`config.mk`:
```
export PLATFORM = sky130hd
export DESIGN_NAME = frame_scheduler_flat
export DESIGN_NICKNAME = d
export VERILOG_FILES = /design/src/rtl/mfcc_pkg.sv /design/src/rtl/frame_scheduler_if.sv /design/src/rtl/frame_scheduler.sv /design/src/flat_wrapper.sv
export SDC_FILE = /design/constraint.sdc
export NUM_CORES = 1
export LEC_CHECK = 0
export BUFFER_PORTS_ARGS = -buffer_cell sky130_fd_sc_hd__buf_2
export CAP_MARGIN = 20
export CORE_UTILIZATION = 35
export DETAILED_ROUTE_END_ITERATION = 16
export HOLD_SLACK_MARGIN = 0.02
export SKIP_LAST_GASP = 1
export SLEW_MARGIN = 10
export SYNTH_ARGS = -nofsm -noshare
export SYNTH_HDL_FRONTEND = slang
export SYNTH_SLANG_ARGS = --single-unit
```
`constraint.sdc`:
```
create_clock -name clk -period 4.9 [get_ports clk]
set_clock_uncertainty 0.05 [all_clocks]
set_input_delay 0.245 -clock clk [delete_from_list [all_inputs] [get_ports clk]]
set_output_delay 0.245 -clock clk [all_outputs]
set_load 0.05 [all_outputs]
```
`src/rtl/mfcc_pkg.sv`:
```
// Shared definitions for the MFCC front end.
// Holds the frame scheduler state encoding, the sample RAM address width,
// the largest supported frame and the start-up configuration legality test.
package mfcc_pkg;

   localparam int FRAME_ADDR_W = 8;
   localparam int MAX_FRAME    = 255;

   typedef enum logic [1:0] {
      IDLE = 2'd0,
      FILL = 2'd1,
      READ = 2'd2
   } frame_sched_state_t;

   // A frame needs at least two samples and must advance by at least one
   // sample per hop, otherwise the base pointer would never move.
   function automatic logic cfg_legal(input logic [7:0] fs, input logic [7:0] ov);
      return (fs >= 8'd2) && (ov < fs);
   endfunction

endpackage

```
`src/rtl/frame_scheduler_if.sv`:
```
// Sample-write and window-read handshake bundle of the frame scheduler.
//   preemph_valid : new pre-emphasis sample present (producer -> scheduler)
//   wr_en/wr_addr : sample RAM write strobe and address (scheduler -> RAM)
//   rd_valid/rd_ready : read burst handshake with the windowing stage
//   rd_addr/win_idx   : RAM read address and Hamming coefficient index
//   frame_first/frame_last : first/last element markers of a frame
// master = frame scheduler, slave = sample source plus windowing stage.
interface frame_scheduler_if
   import mfcc_pkg::*;
#(
   parameter int ADDR_W = FRAME_ADDR_W
);

   logic              preemph_valid;
   logic              wr_en;
   logic [ADDR_W-1:0] wr_addr;
   logic              rd_valid;
   logic              rd_ready;
   logic [ADDR_W-1:0] rd_addr;
   logic [7:0]        win_idx;
   logic              frame_first;
   logic              frame_last;

   modport master (
      input  preemph_valid,
      input  rd_ready,
      output wr_en,
      output wr_addr,
      output rd_valid,
      output rd_addr,
      output win_idx,
      output frame_first,
      output frame_last
   );

   modport slave (
      output preemph_valid,
      output rd_ready,
      input  wr_en,
      input  wr_addr,
      input  rd_valid,
      input  rd_addr,
      input  win_idx,
      input  frame_first,
      input  frame_last
   );

endinterface

```
`src/rtl/frame_scheduler.sv`:
```
// Framing stage sequencer for the MFCC front end.
// Writes incoming samples into a circular 2^ADDR_W sample RAM and, once a
// full frame is buffered, issues a back-pressured read burst (RAM address
// plus Hamming index). After each frame the base moves forward by the hop.
// Ports:
//   clk, rst_n                 : clock, asynchronous active-low reset
//   en                         : run enable
//   frame_size, frame_overlap  : frame geometry, latched when leaving IDLE
//   bus (master)               : sample write and window read handshakes
//   frame_count                : completed frames (wraps)
//   overflow, cfg_err          : sticky dropped-sample / bad-config flags
//   busy                       : scheduler not in IDLE
//
// state | meaning
// IDLE  | stopped; waits for en with a legal configuration
// FILL  | collecting samples until a whole frame is buffered
// READ  | streaming the current frame to the windowing stage
module frame_scheduler
   import mfcc_pkg::*;
#(
   parameter int ADDR_W = FRAME_ADDR_W,
   parameter int CNT_W  = 16
) (
   input  logic                 clk,
   input  logic                 rst_n,
   input  logic                 en,
   input  logic [7:0]           frame_size,
   input  logic [7:0]           frame_overlap,
   frame_scheduler_if.master    bus,
   output logic [CNT_W-1:0]     frame_count,
   output logic                 overflow,
   output logic                 cfg_err,
   output logic                 busy
);

   localparam int              DEPTH   = 2 ** ADDR_W;
   localparam logic [ADDR_W:0] DEPTH_V = (ADDR_W + 1)'(DEPTH);

   frame_sched_state_t state_q, state_d;
   logic [7:0]         fs_q, fs_d;
   logic [7:0]         hop_q, hop_d;
   logic [7:0]         k_q, k_d;
   logic [ADDR_W-1:0]  wr_ptr_q, wr_ptr_d;
   logic [ADDR_W-1:0]  base_q, base_d;
   logic [ADDR_W:0]    avail_q, avail_d;
   logic [CNT_W-1:0]   frame_count_q, frame_count_d;
   logic               overflow_q, overflow_d;
   logic               cfg_err_q, cfg_err_d;
   logic               rd_valid_q, rd_valid_d;
   logic [ADDR_W-1:0]  rd_addr_q, rd_addr_d;
   logic [7:0]         win_idx_q, win_idx_d;
   logic               first_q, first_d;
   logic               last_q, last_d;

   logic               wr_go;
   logic               xfer;
   logic               last_xfer;
   logic [ADDR_W:0]    fs_ext;
   logic [ADDR_W:0]    hop_ext;

   assign fs_ext  = (ADDR_W + 1)'(fs_q);
   assign hop_ext = (ADDR_W + 1)'(hop_q);

   // Writes are refused once every RAM slot holds an unreleased sample.
   assign wr_go     = (state_q != IDLE) && bus.preemph_valid && (avail_q < DEPTH_V);
   // rd_valid_q mirrors state_q == READ, so the state can qualify the handshake.
   assign xfer      = (state_q == READ) && bus.rd_ready;
   assign last_xfer = xfer && (k_q == fs_q - 8'd1);

   always_comb begin
      state_d       = state_q;
      fs_d          = fs_q;
      hop_d         = hop_q;
      k_d           = k_q;
      wr_ptr_d      = wr_ptr_q;
      base_d        = base_q;
      avail_d       = avail_q;
      frame_count_d = frame_count_q;
      overflow_d    = overflow_q;
      cfg_err_d     = cfg_err_q;

      if (state_q != IDLE) begin
         if (wr_go) begin
            wr_ptr_d = wr_ptr_q + 1'b1;
            avail_d  = avail_q + 1'b1;
         end
         if (bus.preemph_valid && (avail_q == DEPTH_V)) begin
            overflow_d = 1'b1;
         end
      end

      case (state_q)
         IDLE: begin
            if (en) begin
               if (cfg_legal(frame_size, frame_overlap)) begin
                  fs_d     = frame_size;
                  hop_d    = frame_size - frame_overlap;
                  wr_ptr_d = '0;
                  base_d   = '0;
                  avail_d  = '0;
                  k_d      = '0;
                  state_d  = FILL;
               end else begin
                  cfg_err_d = 1'b1;
               end
            end
         end
         FILL: begin
            if (avail_q >= fs_ext) begin
               k_d     = '0;
               state_d = READ;
            end else if (!en) begin
               state_d = IDLE;
            end
         end
         READ: begin
            if (last_xfer) begin
               // avail_d already carries a same-cycle write; release the hop on top.
               base_d        = base_q + ADDR_W'(hop_q);
               avail_d       = avail_d - hop_ext;
               frame_count_d = frame_count_q + 1'b1;
               k_d           = '0;
               if (!en) begin
                  state_d = IDLE;
               end else if (avail_d >= fs_ext) begin
                  state_d = READ;
               end else begin
                  state_d = FILL;
               end
            end else if (xfer) begin
               k_d = k_q + 8'd1;
            end
         end
         default: begin
            state_d = IDLE;
         end
      endcase
   end

   // Read-side outputs are registered from next-state values, so on a stall
   // they hold automatically because base/k do not change.
   always_comb begin
      rd_valid_d = (state_d == READ);
      rd_addr_d  = base_d + ADDR_W'(k_d);
      win_idx_d  = k_d;
      first_d    = rd_valid_d && (k_d == 8'd0);
      last_d     = rd_valid_d && (k_d == fs_d - 8'd1);
   end

   always_ff @(posedge clk or negedge rst_n) begin
      if (!rst_n) begin
         state_q       <= IDLE;
         fs_q          <= '0;
         hop_q         <= '0;
         k_q           <= '0;
         wr_ptr_q      <= '0;
         base_q        <= '0;
         avail_q       <= '0;
         frame_count_q <= '0;
         overflow_q    <= 1'b0;
         cfg_err_q     <= 1'b0;
         rd_valid_q    <= 1'b0;
         rd_addr_q     <= '0;
         win_idx_q     <= '0;
         first_q       <= 1'b0;
         last_q        <= 1'b0;
      end else begin
         state_q       <= state_d;
         fs_q          <= fs_d;
         hop_q         <= hop_d;
         k_q           <= k_d;
         wr_ptr_q      <= wr_ptr_d;
         base_q        <= base_d;
         avail_q       <= avail_d;
         frame_count_q <= frame_count_d;
         overflow_q    <= overflow_d;
         cfg_err_q     <= cfg_err_d;
         rd_valid_q    <= rd_valid_d;
         rd_addr_q     <= rd_addr_d;
         win_idx_q     <= win_idx_d;
         first_q       <= first_d;
         last_q        <= last_d;
      end
   end

   assign bus.wr_en       = wr_go;
   assign bus.wr_addr     = wr_ptr_q;
   assign bus.rd_valid    = rd_valid_q;
   assign bus.rd_addr     = rd_addr_q;
   assign bus.win_idx     = win_idx_q;
   assign bus.frame_first = first_q;
   assign bus.frame_last  = last_q;
   assign frame_count     = frame_count_q;
   assign overflow        = overflow_q;
   assign cfg_err         = cfg_err_q;
   assign busy            = (state_q != IDLE);

endmodule

```
`src/flat_wrapper.sv`:
```
// flat-port wrapper written by rule: the top's interface ports become plain ports
module frame_scheduler_flat import mfcc_pkg::*;
#(
   parameter int ADDR_W = FRAME_ADDR_W,
   parameter int CNT_W  = 16
)
  (clk, rst_n, en, frame_size, frame_overlap, frame_count, overflow, cfg_err, busy, bus_preemph_valid, bus_rd_ready, bus_wr_en, bus_wr_addr, bus_rd_valid, bus_rd_addr, bus_win_idx, bus_frame_first, bus_frame_last);
  frame_scheduler_if #(.ADDR_W(ADDR_W)) bus_i ();
  input  logic clk;
  input  logic rst_n;
  input  logic en;
  input  logic [7:0] frame_size;
  input  logic [7:0] frame_overlap;
  output logic [CNT_W-1:0] frame_count;
  output logic overflow;
  output logic cfg_err;
  output logic busy;
  input wire logic [$bits(bus_i.preemph_valid)-1:0] bus_preemph_valid;
  input wire logic [$bits(bus_i.rd_ready)-1:0] bus_rd_ready;
  output wire logic [$bits(bus_i.wr_en)-1:0] bus_wr_en;
  output wire logic [$bits(bus_i.wr_addr)-1:0] bus_wr_addr;
  output wire logic [$bits(bus_i.rd_valid)-1:0] bus_rd_valid;
  output wire logic [$bits(bus_i.rd_addr)-1:0] bus_rd_addr;
  output wire logic [$bits(bus_i.win_idx)-1:0] bus_win_idx;
  output wire logic [$bits(bus_i.frame_first)-1:0] bus_frame_first;
  output wire logic [$bits(bus_i.frame_last)-1:0] bus_frame_last;
  assign bus_i.preemph_valid = bus_preemph_valid;
  assign bus_i.rd_ready = bus_rd_ready;
  assign bus_wr_en = bus_i.wr_en;
  assign bus_wr_addr = bus_i.wr_addr;
  assign bus_rd_valid = bus_i.rd_valid;
  assign bus_rd_addr = bus_i.rd_addr;
  assign bus_win_idx = bus_i.win_idx;
  assign bus_frame_first = bus_i.frame_first;
  assign bus_frame_last = bus_i.frame_last;
  frame_scheduler #(.ADDR_W(ADDR_W), .CNT_W(CNT_W)) u_core (.clk(clk), .rst_n(rst_n), .en(en), .frame_size(frame_size), .frame_overlap(frame_overlap), .bus(bus_i), .frame_count(frame_count), .overflow(overflow), .cfg_err(cfg_err), .busy(busy));
endmodule
```
==> key figures <==
Die
  – Die Ht: about 130 um
  – Core area: 0.0153 mm2
  – Die width: between 100 and 150 um
  – Initial core utilization: 36.0%
  – I/O Pins: 68
  – Row count: 45
  – Die area: 0.0163 mm2

Critical path
  – Register-to-Register Path Depth: 20
  – Reg2reg start: u_core.state_q[1]
  – Critical path, cell by cell: nor2_1 > inv_1 > nand2_1 > nor2_2 > o21ai_0 > ha_1 > a21o_1 > a21o_1 > a21o_1 > a21o_1 > a21o_1 > a21oi_1 > xnor2_1 > ha_1 > o21ai_0 > a21oi_1 > nor3_1 > o221ai_1 > nand4_1 > a211oi_2
  – CP top delay family: compound AO/OA/AOI/OAI gates
  – CP startpoint kind: flip-flop
  – Worst R2R End: u_core.bus.frame_last
  – Critical path depth: 20
  – Crit path largest cell delay: 0.44 ns
  – Critical Path AT: ~4.9 ns
  – Buffers & Inverters on Critical Path: 1
  – Crit-path max FO: 6
  – CP Capture Type: flip-flop
  – CP max-delay cell: dfrtp_1
  – Crit path required time: 5.11 ns
  – Critical path type: flip-flop to flip-flop
  – Critical Path Most Common Cell: a21o_1
  – R2R Setup Slk: 0.26 ns
  – CP startpoint: u_core.state_q[1]
  – Worst Setup EP: u_core.bus.frame_last

Synthesis
  – Post-synth EDFFs: 0
  – Yosys reg bits: 80
  – Syn_nets: 678
  – Yosys Warn Count: 0
  – Synth cell count leaders: dfrtp_1, nand2_1, ha_1
  – Post-synthesis sequential area ratio: 36.3%
  – Cells after Synth: 600
  – Mapped cell area: between 0.005 and 0.006 mm2
  – Netlist cell types: just over 60
  – Synth Flop Type: dfrtp_1
  – Avg Cell Area, Syn: 9.19 um2
  – Post-synth top area share: 36.3%
  – Area contributors post-synth: dfrtp_1, ha_1, xnor2_1, nand2_1, xor2_1
  – Ys async rst share: 100%
  – Cell with the most instances after synthesis: dfrtp_1
  – Yosys top cell by area: dfrtp_1

Route
  – DRT Pass-1 Iters: 4
  – Wire length per cell: between 15 and 20 um
  – Iteration-0 DRC Markers: 266
  – Total Wirelength: ~14,000 um
  – Drc violations: 0
  – Via Count: 4,627
  – Antenna viol nets, final: 0
  – Vias per Instance: 5.18

Clock tree
  – Worst-path clk slew: 0.07 ns
  – H-tree Lvls: 3
  – CTS tree: done
  – CTS root buffer: clkbuf_16
  – CTS Buf Count: 9
  – Clk sinks: 80
  – Worst skew pair latency: roughly 0.35 ns
  – Bufs on Longest Clock Path: 2

STA
  – Fin. max-slew vios: 0
  – Actual transition at the worst max-transition pin: approximately 0.84 ns
  – Final period util: a little over nine tenths
  – Min Clock Period, post-route: 4.64 ns
  – Setup TNS: 0 ns
  – # setup viols final: 0
  – Maximum clock rate: roughly 220 MHz
  – RSZ-0062 raised after global routing: false
  – Final Hold Fails: 0
  – Hold_ws: 0.163 ns
  – Worst slew margin: 43.4%

Placed design
  – DP Cell Count: 875
  – Placed Area: about 0.006 mm2
  – Placer Congestion: 0.908
  – HPWL Detailed: ~11,000 um
  – Port Buffer Count: 67

Power
  – Power density cells: 415 mW/mm2
  – Sequential power share: about a third
  – Combinational share of power: between 40% and 50%
  – Cell Int Power: 1.56 mW
  – Psw: roughly 1.1 mW
  – Sw Share: a little over two fifths
  – Worst vdd ir: about 190 uV
  – Part of the power in the clock network: roughly a quarter
  – Leak: 3.15 nW

Job
  – Max-capacitance violation count: 0

GRT
  – Pin count of the biggest net entering global routing: 81
  – Total track usage: 19.0%
  – Global-route wire length before repair: between 20,000 and 25,000 um
  – Vias in the first global route: 4,583
  – Initial antenna violation count: 0
  – GR Overflow Total: 0

Finish
  – Fin area: 0.00646 mm2
  – Synth-to-Final Area Change: 17.2%
  – Share of layout cells above drive strength 1: around 16%
  – Post-route insts no fill: 893
  – Fin nets: roughly 760
  – Ant diodes: 0
  – Final core utilization: between 40% and 50%

Hold path
  – Hold Crit Class: input pin to flip-flop

Status
  – Outcome: completed
[worst min-delay path, delay by kind of cell]
| kind | cells | cell delay, ns |
|---|---|---|
| buffers and inverters | 1 | 0.16 |
| AND/OR/NAND/NOR | 2 | 0.12 |
[layout by cell type, fill, tap and decap left out, drive strengths merged, types with 7 or more instances in the layout]
cell,n
a211oi,7
a21o,14
a21oi,33
and3,13
buf,78
clkbuf,12
dfrtp,80
ha,53
inv,48
nand2,68
nand2b,15
nand3,11
nand4,12
nor2,39
nor3,12
o21ai,33
o21bai,7
xnor2,49
xor2,22
[final cells by class]
| type | instances | area, um2 |
|---|---|---|
| Fill cell | 1555 | 8850 |
| Multi-Input combinational cell | 459 | 3280 |
| Sequential cell | 80 | 2000 |
| Timing Repair Buffer | 79 | 450 |
| Tap cell | 211 | 264 |
| Clock buffer | 12 | 256 |
| Inverter | 48 | 180 |
| Clock inverter | 4 | 28.8 |
[flip-flops by register name (all words and copies together) (netlist names)]
signal                  flops
u_core.state_q              2
u_core.k_q                  8
u_core.cfg_err              1
u_core.overflow             1
u_core.avail_q              9
u_core.hop_q                8
u_core.bus.rd_addr          8
u_core.fs_q                 8
u_core.bus.frame_last       1
u_core.bus.rd_valid         1
u_core.frame_count         16
u_core.bus.wr_addr          8
u_core.base_q               8
u_core.bus.frame_first      1
[per-layer routing]
| layer | vias to the layer above | share of wire, % | global-route usage, % |
|---|---|---|---|
| met3 | 30 | 4.9 | 2.81 |
| met1 | 2236 | 46 | 25.0 |
| met4 | 0 | 3.2 | 9.59 |
| met5 | - | 0 | 0 |
| li1 | 2248 | - | - |
| met2 | 113 | 46 | 30.5 |
[repair_timing]
item | 4_1_cts | 5_1_grt
setup endpoints to repair | 0 | 2
endpoints found under the hold margin | 0 | 32
setup buffers | 0 | 0
hold buffers | 0 | 1
gates resized for setup | 0 | 1
[power by group through the flow]
stage	sequential (mW)	combinational [mW]	clock, mW
after floorplan	1.08	0.665	0
after global routing	0.883	1.29	0.688
after detailed placement	0.879	1.16	0
final	0.869	1.17	0.641
after CTS	0.867	1.17	0.661
after global placement	0.876	1.14	0
[through the flow]
step	power, mW	setup WS [ns]
finish	2.68	0.261
global route	2.86	0.0608
CTS	2.70	0.276
detailed placement	2.04	0.322
global placement	2.02	0.578
floorplan	1.74	0.144
[worst min-delay path by stage]
stage,depth (start not counted),endpoint,startpoint,slack [ns]
2_1_floorplan,0,u_core.avail_q[0],rst_n,-0.10
3_3_place_gp,1,u_core.frame_count[15],u_core.frame_count[15],0.41
3_5_place_dp,1,u_core.frame_count[15],u_core.frame_count[15],0.41
4_1_cts,1,u_core.k_q[6],rst_n,0.07
5_1_grt,3,u_core.fs_q[1],frame_size[1],0.19
6_report,3,u_core.state_q[0],en,0.16
[cells by family after synthesis]
group	after synthesis	synth area share, %
adder cells (fa/ha/maj)	57	13.5
AO/OA/AOI/OAI	129	15.8
multiplexers	8	1.54
flip-flops	80	36.3
buffers and inverters	61	4.31
AND/OR/NAND/NOR	194	17.3
XOR/XNOR	71	11.3
Note: power is estimated with default switching activity, not from simulation.
